**src/rtl/sdes_stream_hasher.sv**
```systemverilog
// Streaming S-DES byte engine (ECB/CBC, encrypt/decrypt) with a per-frame Galois LFSR digest.
// Define SDES_STREAM_LENGTH_EN to fold a 16-bit frame byte count into the digest and expose frame_len.
module sdes_stream_hasher #(
   parameter int          HASH_W    = 32,
   parameter logic [63:0] HASH_POLY = 64'h0000_0000_04C1_1DB7,
   parameter logic [63:0] HASH_SEED = 64'h0000_0000_FFFF_FFFF
) (
   input  logic              clk,
   input  logic              reset,
   input  logic [9:0]        key,
   input  logic              mode,
   input  logic              chain,
   input  logic [7:0]        iv,
   input  logic [7:0]        s_data,
   input  logic              s_valid,
   input  logic              s_last,
   output logic              s_ready,
   output logic [7:0]        m_data,
   output logic              m_valid,
   output logic              m_last,
   input  logic              m_ready,
   output logic [HASH_W-1:0] digest,
`ifdef SDES_STREAM_LENGTH_EN
   output logic [15:0]       frame_len,
`endif
   output logic              digest_valid
);

   typedef enum logic [1:0] {IDLE, RUN, DIGEST} state_e;

   localparam logic [HASH_W-1:0] POLY = HASH_POLY[HASH_W-1:0];
   localparam logic [HASH_W-1:0] SEED = HASH_SEED[HASH_W-1:0];
   // S-box entries packed two bits each, indexed by {row, col}.
   localparam logic [31:0] S0_TAB = 32'hB7D8_1BB1;
   localparam logic [31:0] S1_TAB = 32'hC613_D2E4;

   function automatic logic [7:0] p8(input logic [9:0] v);
      return {v[4], v[7], v[3], v[6], v[2], v[5], v[0], v[1]};
   endfunction

   function automatic logic [7:0] fk(input logic [7:0] d, input logic [7:0] sk);
      logic [7:0] x;
      logic [3:0] s;
      x = {d[0], d[3], d[2], d[1], d[2], d[1], d[0], d[3]} ^ sk;
      s = {S0_TAB[{x[7], x[4], x[6], x[5], 1'b0} +: 2],
           S1_TAB[{x[3], x[0], x[2], x[1], 1'b0} +: 2]};
      return {d[7:4] ^ {s[2], s[0], s[1], s[3]}, d[3:0]};
   endfunction

   function automatic logic [7:0] sdes(input logic [7:0] d, input logic [9:0] k, input logic dec);
      logic [9:0] p, ls1, ls3;
      logic [7:0] k1, k2, a;
      p   = {k[7], k[5], k[8], k[3], k[6], k[0], k[9], k[1], k[2], k[4]};
      ls1 = {p[8:5], p[9], p[3:0], p[4]};
      ls3 = {ls1[7:5], ls1[9:8], ls1[2:0], ls1[4:3]};
      k1  = p8(ls1);
      k2  = p8(ls3);
      a   = fk({d[6], d[2], d[5], d[7], d[4], d[0], d[3], d[1]}, dec ? k2 : k1);
      a   = fk({a[3:0], a[7:4]}, dec ? k1 : k2);
      return {a[4], a[7], a[5], a[3], a[1], a[6], a[0], a[2]};
   endfunction

   function automatic logic [HASH_W-1:0] hash_byte(input logic [HASH_W-1:0] h, input logic [7:0] b);
      logic [HASH_W-1:0] r;
      logic              fb;
      r = h;
      for (int i = 7; i >= 0; i--) begin
         fb = r[HASH_W-1] ^ b[i];
         r  = {r[HASH_W-2:0], 1'b0} ^ (fb ? POLY : '0);
      end
      return r;
   endfunction

   state_e            state_q, state_d;
   logic [9:0]        key_q;
   logic              mode_q, chain_q;
   logic [7:0]        prev_q, prev_d;
   logic [HASH_W-1:0] hash_q, hash_d;
   logic [HASH_W-1:0] digest_q, len_mix;
   logic [7:0]        m_data_q;
   logic              m_valid_q, m_last_q;

   logic       first, accept, mode_e, chain_e;
   logic [9:0] key_e;
   logic [7:0] prev_e, core_in, core_out, byte_out;

   // The first byte of a frame uses the live key/mode/chain/iv; later bytes use the latched copies.
   assign first    = (state_q == IDLE);
   assign key_e    = first ? key   : key_q;
   assign mode_e   = first ? mode  : mode_q;
   assign chain_e  = first ? chain : chain_q;
   assign prev_e   = first ? iv    : prev_q;

   assign s_ready  = (state_q != DIGEST) && (!m_valid_q || m_ready);
   assign accept   = s_valid && s_ready;

   assign core_in  = (chain_e && !mode_e) ? (s_data ^ prev_e) : s_data;
   assign core_out = sdes(core_in, key_e, mode_e);
   assign byte_out = (chain_e && mode_e) ? (core_out ^ prev_e) : core_out;
   assign prev_d   = mode_e ? s_data : byte_out;
   assign hash_d   = hash_byte(hash_q, byte_out);

`ifdef SDES_STREAM_LENGTH_EN
   logic [15:0] cnt_q, cnt_d, len_q;

   assign cnt_d     = first ? 16'd1 : cnt_q + 16'd1;
   assign len_mix   = HASH_W'(cnt_d);
   assign frame_len = len_q;

   always_ff @(posedge clk or negedge reset) begin
      if (!reset) begin
         cnt_q <= '0;
         len_q <= '0;
      end else if (accept) begin
         cnt_q <= cnt_d;
         if (s_last) len_q <= cnt_d;
      end
   end
`else
   assign len_mix = '0;
`endif

   always_comb begin
      // NOTE: default assigned first so no path through the case leaves state_d unassigned (no latch).
      state_d = state_q;
      case (state_q)
         IDLE, RUN: if (accept) state_d = s_last ? DIGEST : RUN;
         DIGEST:    state_d = IDLE;
         default:   state_d = IDLE;
      endcase
   end

   // NOTE: sequential state uses non-blocking assignments so every register samples pre-edge values.
   always_ff @(posedge clk or negedge reset) begin
      if (!reset) begin
         state_q <= IDLE;
         key_q   <= '0;
         mode_q  <= 1'b0;
         chain_q <= 1'b0;
         prev_q  <= '0;
         hash_q  <= SEED;
      end else begin
         state_q <= state_d;
         if (accept) begin
            prev_q <= prev_d;
            hash_q <= hash_d;
            if (first) begin
               key_q   <= key;
               mode_q  <= mode;
               chain_q <= chain;
            end
         end else if (state_q == DIGEST) begin
            hash_q <= SEED;
         end
      end
   end

   always_ff @(posedge clk or negedge reset) begin
      if (!reset) begin
         m_data_q  <= '0;
         m_last_q  <= 1'b0;
         m_valid_q <= 1'b0;
      end else if (accept) begin
         m_data_q  <= byte_out;
         m_last_q  <= s_last;
         m_valid_q <= 1'b1;
      end else if (m_ready) begin
         m_valid_q <= 1'b0;
      end
   end

   // The final hash is captured on the last byte's edge so digest is already new while DIGEST pulses.
   always_ff @(posedge clk or negedge reset) begin
      if (!reset)                digest_q <= '0;
      else if (accept && s_last) digest_q <= hash_d ^ len_mix;
   end

   assign m_data       = m_data_q;
   assign m_valid      = m_valid_q;
   assign m_last       = m_last_q;
   assign digest       = digest_q;
   assign digest_valid = (state_q == DIGEST);

endmodule

```
**config.mk**
```make
export PLATFORM = sky130hd
export DESIGN_NAME = sdes_stream_hasher
export DESIGN_NICKNAME = d
export VERILOG_FILES = /design/src/rtl/sdes_stream_hasher.sv
export SDC_FILE = /design/constraint.sdc
export NUM_CORES = 1
export LEC_CHECK = 0
export CAP_MARGIN = 20
export CORE_MARGIN = 1
export CORE_UTILIZATION = 24
export DETAILED_ROUTE_END_ITERATION = 16
export SETUP_SLACK_MARGIN = 0.1
export SLEW_MARGIN = 20
export SYNTH_ARGS = -nofsm -noshare
export SYNTH_HDL_FRONTEND = slang
export SYNTH_SLANG_ARGS = --single-unit
```
**constraint.sdc**
```tcl
create_clock -name clk -period 4.62 [get_ports clk]
set_input_delay 0.462 -clock clk [delete_from_list [all_inputs] [get_ports clk]]
set_output_delay 0.462 -clock clk [all_outputs]
set_load 0.05 [all_outputs]
```
==> run_results.csv <==
group,metric,value,unit
floorplanning,die_x,160,um
sta,hold_violations,0,
setup_path,end_kind,"register",
global_routing,grt_max_degree,100,
clock_network,cts_root_buf,"clkbuf_16",
finish,area_growth,40.4,%
yosys,yosysSeqAreaShare,40.8,%
sta,period_share,95.2,%
floorplanning,initial_core_util,24.6,%
sta,rsz0062_at_grt,"true",
yosys,syn-instance-count,564,
placement,place_congestion,0.835,
clock_network,cts_tree,"built",
floorplanning,core,24400,sq um
finish,final_cell_area,8410,sq um
drt,ant_nets,0,
global_routing,antenna_found_initial,0,
sta,worstMarginPinSlew,0.842,ns
clock_network,clock_latency,0.36,ns
sta,finalWorstSetupSlack,0.219,ns
setup_path,start_kind,"primary input",
drt,via_per_inst,4.23,
clock_network,h-tree-depth,3,
yosys,yosysTopAreaCell,"dfrtp_1",
yosys,synthTopCellsByArea,"dfrtp_1 27%, dfstp_2 14%, xnor2_1 8.8%",
clock_network,clk_pin_slew,0.07,ns
drt,drt-total-wl,15700,um
sta,worst_clock_skew,0.00815,ns
yosys,synth-edff-count,0,
global_routing,grt_pass1_vias,4584,
setup_path,worst-path-max-fanout,8,
sta,final-max-slew-violation-count,0,
clock_network,clockBufferDepth,2,
placement,post-dp-hpwl,11700,um
yosys,syn_nets,601,
clock_network,cts_buffers,9,
floorplanning,num_rows,57,
sta,maxSlewHeadroom,43.9,%
placement,port_buffers,76,
drt,first_pass_iters,4,
setup_path,required,4.87,ns
sta,fmaxAchievable,0.227,GHz
setup_path,arrival,4.65,ns
status,status,"completed",
floorplanning,ios,77,
yosys,synth_seq_cells,96,
drt,wl_per_cell,14.9,um
sta,setup_viol,0,
finish,final_nets,761,
yosys,yosysWarnings,0,
yosys,syn_area_per_cell,10.6,sq um
clock_network,clock_sinks,96,
placement,preCtsSetupSlack,-0.345,ns
floorplanning,die_h,160,um
yosys,synth_ff_type,"dfrtp_1",
yosys,synth_cell_types,56,
finish,final_common_cell,"buf_4",
setup_path,path_class,"in -> reg",
job,maxCapViolCount,0,
drt,drt_iter0_drc,153,
finish,n_antenna_cell,0,
sta,min_period,4.40,ns
worst_hold_path,min_path_type,"in -> async",
global_routing,grt_first_pass_wirelength,25300,um
drt,routed-via-count,4459,
finish,drive_gt1_share,33.5,%
yosys,yosys.area.top_type_share,26.7,%
yosys,synth_async_sr_flop_share,100,%
placement,dpl-instance-area,7690,sq um
global_routing,track_usage,12.8,%
finish,mostFrequentLayoutCells,"99 x buf_4, 81 x o21ai_0, 75 x clkdlybuf4s50_1",
drt,drc_errors,0,
yosys,synthesis.area,5990,sq um
floorplanning,dieArea,25600,sq um
clock_network,cts-hold-fix-buffers,0,
global_routing,grt_overflow,0,
## cell usage after synthesis, drive strengths merged, types with 3 or more instances
library cell	count
o21ai	100
xnor2	74
nand2	68
dfrtp	64
xor2	44
dfstp	32
nor2	31
mux2i	29
clkbuf	24
mux2	18
a21oi	12
inv	7
xnor3	7
a31oi	5
buf	5
ha	4
nor3	4
nor2b	3
xor3	3
## area by class of cell
| cell class | count | area [sq um] |
|---|---|---|
| sequential | 96 | 2440 |
| clock buffer | 10 | 239 |
| multi-input combinational | 432 | 3700 |
| inverter | 7 | 26.3 |
| tap | 324 | 405 |
| fill | 2450 | 16000 |
| timing repair buffer | 178 | 1540 |
| clock inverter | 6 | 60.1 |
## cells by family (layout without fill, tap and decap cells)
kind of cell    Yosys count  in the layout  share of synthesized area, %
fa+ha+maj                 4              4                         0.835
buf+inv                  36            201                          2.55
flops                    96             96                          40.8
xor+xnor                128            128                          25.2
compound gates          132            132                          13.2
simple gates            121            121                          8.91
mux                      47             47                          8.56
## through the flow
stage,instances,TNS [ns],hold slack (ns),util [%]
finish,1053,0,0.164,34.5
detailed placement,1020,-9.74,0.470,31.5
global placement,1020,-6.52,0.462,31.5
global route,1053,0,0.228,34.5
CTS,1040,0,0.182,33.1
floorplan,564,0,0.166,-
## routing by layer
metal,routed length [um],track usage [%],share of wire (%)
met2,7160,19.7,46
met3,884,3.06,5.6
met1,7350,17.1,47
met5,0,0,0
met4,314,5.19,2.0
## registers in the layout, indices dropped and copies added, names as in the netlist
name / cells
chain_q: 1
digest: 32
hash_q: 32
key_q: 10
m_data: 8
m_last: 1
m_valid: 1
mode_q: 1
prev_q: 8
state_q: 2
## timing repair
action / CTS / global route
buffers inserted: 4 / 12
endpoints found under the setup margin: 34 / 45
pin swaps: 6 / 13
cloned: 0 / 1
resized for setup: 8 / 46
## worst paths after layout
path / from / to / slack (ns) / depth (start not counted)
min: reset / digest[15] / 0.16 / 1
max reg2reg: state_q[1] / digest[13] / 0.22 / 17
min reg2reg: m_data[2] / m_data[2] / 0.48 / 2
min in group clk: m_data[2] / m_data[2] / 0.48 / 2
max: mode / digest[13] / 0.22 / 18
max in group asynchronous: reset / hash_q[29] / 3.43 / 2
## worst max-delay path, stage by stage
cell	delay (ns)
clkdlybuf4s50_1	0.53
nor4b_4	0.07
a31oi_4	0.38
nor2_4	0.09
xnor2_2	0.16
xnor2_1	0.25
ha_2	0.34
a22oi_4	0.20
xor2_2	0.19
inv_1	0.11
ha_4	0.17
or4b_4	0.54
o211ai_4	0.13
xnor2_4	0.18
xnor2_4	0.28
xnor2_2	0.17
xnor2_1	0.12
mux2_2	0.26
Power is left out: the tool's default activity adds up to more than one toggle a clock period on the data nets, which glitch-free logic cannot reach.
==> variant 1 (same flow settings) <==
Change the parameter `HASH_W` from 32 to 64.
--- a/src/rtl/sdes_stream_hasher.sv
+++ b/src/rtl/sdes_stream_hasher.sv
@@ -1,7 +1,7 @@
 // Streaming S-DES byte engine (ECB/CBC, encrypt/decrypt) with a per-frame Galois LFSR digest.
 // Define SDES_STREAM_LENGTH_EN to fold a 16-bit frame byte count into the digest and expose frame_len.
 module sdes_stream_hasher #(
-   parameter int          HASH_W    = 32,
+   parameter int          HASH_W    = 64,
    parameter logic [63:0] HASH_POLY = 64'h0000_0000_04C1_1DB7,
    parameter logic [63:0] HASH_SEED = 64'h0000_0000_FFFF_FFFF
 ) (
Ports: changed (resized digest); port bits go from 77 to 109. No check against the original RTL was run, so the function may have changed too.
==> variant 1 against the original RTL <==
Sequential cell count up 64; routed wire length increased by 55%; setup slack worse by 220 ps; design area is 43% higher; final cell count grew 41%; sequential share of layout area increased by 4.6 points; area after synthesis up 40%; critical path type is now register to register.
Power is not shown: default switching activity piles up to over one toggle a cycle in this logic, so the estimate is an artifact.
==> variant 1: results (changes against the original RTL) <==
Status
  • Run status: finished, final reports clean

CTS
  • Cts bufs inserted: 17 (+8)
  • Clk_lat worst skew: 430 ps (+70 ps)
  • Number of H-tree levels: 4 (+1)

Logic synthesis
  • Most common cell in the synthesized netlist: nand2_1
  • Synth Area in Adders: 0.595% (-0.24 points)
  • Synth top area cells: dfrtp_1 (38%), dfstp_2 (10%), xnor2_1 (7.7%)
  • Sequential fraction of the synthesis area: 48.1% (+7.4 points)
  • Complex-gate fraction of the synthesized area: 11.6% (-1.6 points)
  • Top post-synthesis cells by count: nand2_1 (142), dfrtp_1 (128), o21ai_0 (126), xnor2_1 (74), mux2_2 (42)
  • Syn_nets: 849 (+41%)
  • Post-Synth XOR/XNOR Area: 16.3% (-8.9 points)
  • Avg Inst Size Synth: 10.4 µm² (-2.6%)

Cells and area
  • NumNets Final: 1056 (+39%)
  • Fraction of layout cells with a size suffix above 1: 30.3% (-3.1 points)

Critical path
  • Reg-to-reg endpoint: digest[12]
  • Critical-path cell with the highest stage delay: dfrtp_1
  • Worst reg2reg path startpoint: state_q[0]
  • Largest fanout on the critical path: 16 (+8)
  • Slowest stage delay, CP: 430 ps (-110 ps)
  • Crit path from: state_q[0]

Route
  • DR vias: 6452 (+45%)
  • Drt pass-1 iters: 5 (+1)
  • Total Wirelength: 24.4 mm (+55%)
  • DR WL/cell: 16.4 µm (+9.8%)

STA
  • Hold WS: 96.4 ps (-67.6 ps)
  • Actual slew at the worst max-slew pin: 969 ps (+127 ps)
  • Layout Skew: 11.2 ps (+3.04 ps)

Placement
  • Placed instance count: 1439 (+41%)
  • Port Buffers: 108 (+42%)
  • HPWL after detailed placement: 17.5 mm (+49%)
  • Pre-CTS setup slack: -657 ps (-312 ps)
  • Post-DP Area: 10800 µm² (+40%)

Global routing
  • Initial antenna violation count: 1 (+1)
  • Gr usage total: 14.0% (+1.2 points)
  • Number of global-route vias before repair: 6637 (+45%)
## variant 1: changes by cell type after synthesis, sizes merged, moves of 5 or more
cell    unedited run  this run
nand2             68       142
dfrtp             64       128
o21ai            100       131
mux2              18        45
nor2              31        43
clkbuf            24        35
nand3              1        10
xor2              44        36
xnor2             74        81
buf                5        11
a21oi             12        17
mux2i             29        34
## variant 1: area by class of cell
cell class	count	area, µm²	area share [%]
flip-flops and latches	160	4040	33.7
well taps	455	569	4.74
multi-input cells	599	4620	38.5
clock inverters	15	193	1.60
clock buffers	17	425	3.54
diodes	1	2.50	0.0208
inverters	7	26.3	0.219
repair buffers	234	2130	17.7
## variant 1: timing repair
action                                  4_1_cts  5_1_grt
endpoints found under the setup margin       46       55
gates resized for setup                      12       67
pin swaps                                     6       22
cloned                                        0        0
setup buffers                                 6       10
## variant 1: layer usage
metal  GRT usage, %  share of wire (%)
met1           18.8                 46
met2           21.5                 46
met4           4.62                1.9
met3           3.84                5.8
met5              0                  0
==> variant 2 (same settings) <==
Made on the original files. Register the inputs `key` and `mode` before use. The logic sees them one clock later. The other inputs are not delayed to match.
--- a/src/rtl/sdes_stream_hasher.sv
+++ b/src/rtl/sdes_stream_hasher.sv
@@ -33,6 +33,14 @@
    // S-box entries packed two bits each, indexed by {row, col}.
    localparam logic [31:0] S0_TAB = 32'hB7D8_1BB1;
    localparam logic [31:0] S1_TAB = 32'hC613_D2E4;
+
+   logic [9:0] key_r;
+   logic mode_r;
+
+   always_ff @(posedge clk) begin
+      key_r  <= key;
+      mode_r <= mode;
+   end
 
    function automatic logic [7:0] p8(input logic [9:0] v);
       return {v[4], v[7], v[3], v[6], v[2], v[5], v[0], v[1]};
@@ -86,8 +94,8 @@
 
    // The first byte of a frame uses the live key/mode/chain/iv; later bytes use the latched copies.
    assign first    = (state_q == IDLE);
-   assign key_e    = first ? key   : key_q;
-   assign mode_e   = first ? mode  : mode_q;
+   assign key_e    = first ? key_r : key_q;
+   assign mode_e   = first ? mode_r : mode_q;
    assign chain_e  = first ? chain : chain_q;
    assign prev_e   = first ? iv    : prev_q;
 
@@ -145,8 +153,8 @@
             prev_q <= prev_d;
             hash_q <= hash_d;
             if (first) begin
-               key_q   <= key;
-               mode_q  <= mode;
+               key_q   <= key_r;
+               mode_q  <= mode_r;
                chain_q <= chain;
             end
          end else if (state_q == DIGEST) begin
Function: changed (a bounded check fails within 4 cycles, from zero or initial values and one cycle with reset low).
==> variant 2 against the original RTL <==
Area after synthesis grew 3.2%; routed wire length grew 9.7%; synthesized cell count grew 2.1%; sequential cell count grew 11; design area grew 8.3%; sequential share of layout area grew 0.18 points; setup slack lost 160 ps.
Power is left out: the tool's default activity adds up to more than one toggle a clock period on the data nets, which glitch-free logic cannot reach.
==> variant 2: results (changes against the original RTL) <==
Placement
  • HPWL after detailed placement: 12.8 mm (+8.9%)
  • Placer congestion estimate: 0.819 (-2.0%)
  • Placed instance count: 1048 (+2.7%)

Logic synthesis
  • Top post-synthesis cells by count: o21ai_0 (78), nand2_1 (68), dfrtp_1 (64), xnor2_1 (64)
  • Syn_nets: 613 (+2.0%)
  • Mapped Cells: 576 (+2.1%)
  • Synth top area cells: dfrtp_1 (26%), dfstp_2 (14%), xnor2_1 (9.1%)
  • Synth unique cells: 57 (+1.8%)
  • Ys async rst share: 89.7% (-10 points)

Cells and area
  • Fraction of layout cells with a size suffix above 1: 36.7% (+3.2 points)
  • FILL cells: 2499 (+2.0%)
  • NumNets Final: 793 (+4.2%)

Route
  • Total Wirelength: 17.2 mm (+9.7%)
  • Iter 0 DRT Violations: 225 (+47%)
  • DR vias: 4668 (+4.7%)

Critical path
  • Cell depth of the worst flop-to-flop path: 18 (+1)
  • CP arrival: 4790 ps (+140 ps)
  • Largest fanout on the critical path: 7 (-1)
  • CP Launch Type: register
  • Reg-to-reg endpoint: digest[14]
  • R2R setup slack: 60 ps (-160 ps)

Global routing
  • First-pass GRT wire length: 26.8 mm (+5.9%)
  • Largest net degree at the start of global routing: 76 (-24%)

STA
  • Slew Limit Headroom: 45.4% (+1.5 points)

Status
  • Run status: finished, final reports clean
==> variant 2: layer usage <==
layer | up-vias | routed length, µm | global-route usage (%)
li1 | 2321 | - | -
met2 | 85 | 7940 | 20.8
met1 | 2241 | 8150 | 18.1
met5 | - | 0 | 0
met4 | 0 | 338 | 5.18
met3 | 21 | 805 | 2.80
==> variant 2: layout make-up <==
type / count / area [µm²] / area share (%)
Sequential cell: 107 / 2660 / 29.2
Clock buffer: 10 / 239 / 2.62
Multi-Input combinational cell: 434 / 3920 / 43.0
Inverter: 7 / 28.8 / 0.316
Clock inverter: 6 / 83.8 / 0.920
Timing Repair Buffer: 197 / 1770 / 19.4
Tap cell: 330 / 413 / 4.53
==> variant 2: cells by family (layout without fill, tap and decap cells) <==
kind of cell             Yosys count  count (layout)  share of synthesized area [%]
AO/OA/AOI/OAI                    131             131                           12.0
multiplexers                      48              48                           8.35
adder cells (fa/ha/maj)            4               4                          0.809
buffers and inverters             35             220                           2.35
AND/OR/NAND/NOR                  124             124                           8.58
flip-flops                       107             107                           43.0
XOR/XNOR                         127             127                           24.9
==> variant 2: worst max path at each step <==
stage / endpoint / slack (ps)
3_3_place_gp: digest[2] / -300
2_1_floorplan: digest[12] / 250
3_5_place_dp: digest[2] / -390
5_1_grt: digest[14] / -100
4_1_cts: digest[12] / 120
6_report: digest[14] / 60
==> variant 2: worst max-delay path, cell delays in order (launching register included) <==
cell and delay, ps:
dfrtp_1 400, or2_4 300, buf_12 160, buf_4 140, mux2i_4 210, buf_6 140, mux2i_2 160, xnor3_2 480
xnor2_2 190, o221a_4 290, buf_12 140, xnor2_4 130, xor2_1 190, a211o_1 310, xor3_2 520, buf_4 200
xnor2_4 220, xnor2_2 150, o21ai_1 80
==> variant 2: timing repair <==
action                                  CTS  global route
cloned                                    0             1
hold endpoints to repair                  0             0
gates resized for setup                  15            82
setup buffers                             3            23
endpoints found under the setup margin   51            54
pin swaps                                 6            48
==> variant 2: through the flow <==
stage	area (µm²)	utilization, %	TNS (ps)	setup slack [ps]
final	9110	36.1	0	59.8
after global routing	9110	36.1	-846	-100
after CTS	8380	33.2	0	115
after detailed placement	7950	31.5	-13140	-387
after global placement	7950	31.5	-8440	-302
after floorplan	6190	-	0	254
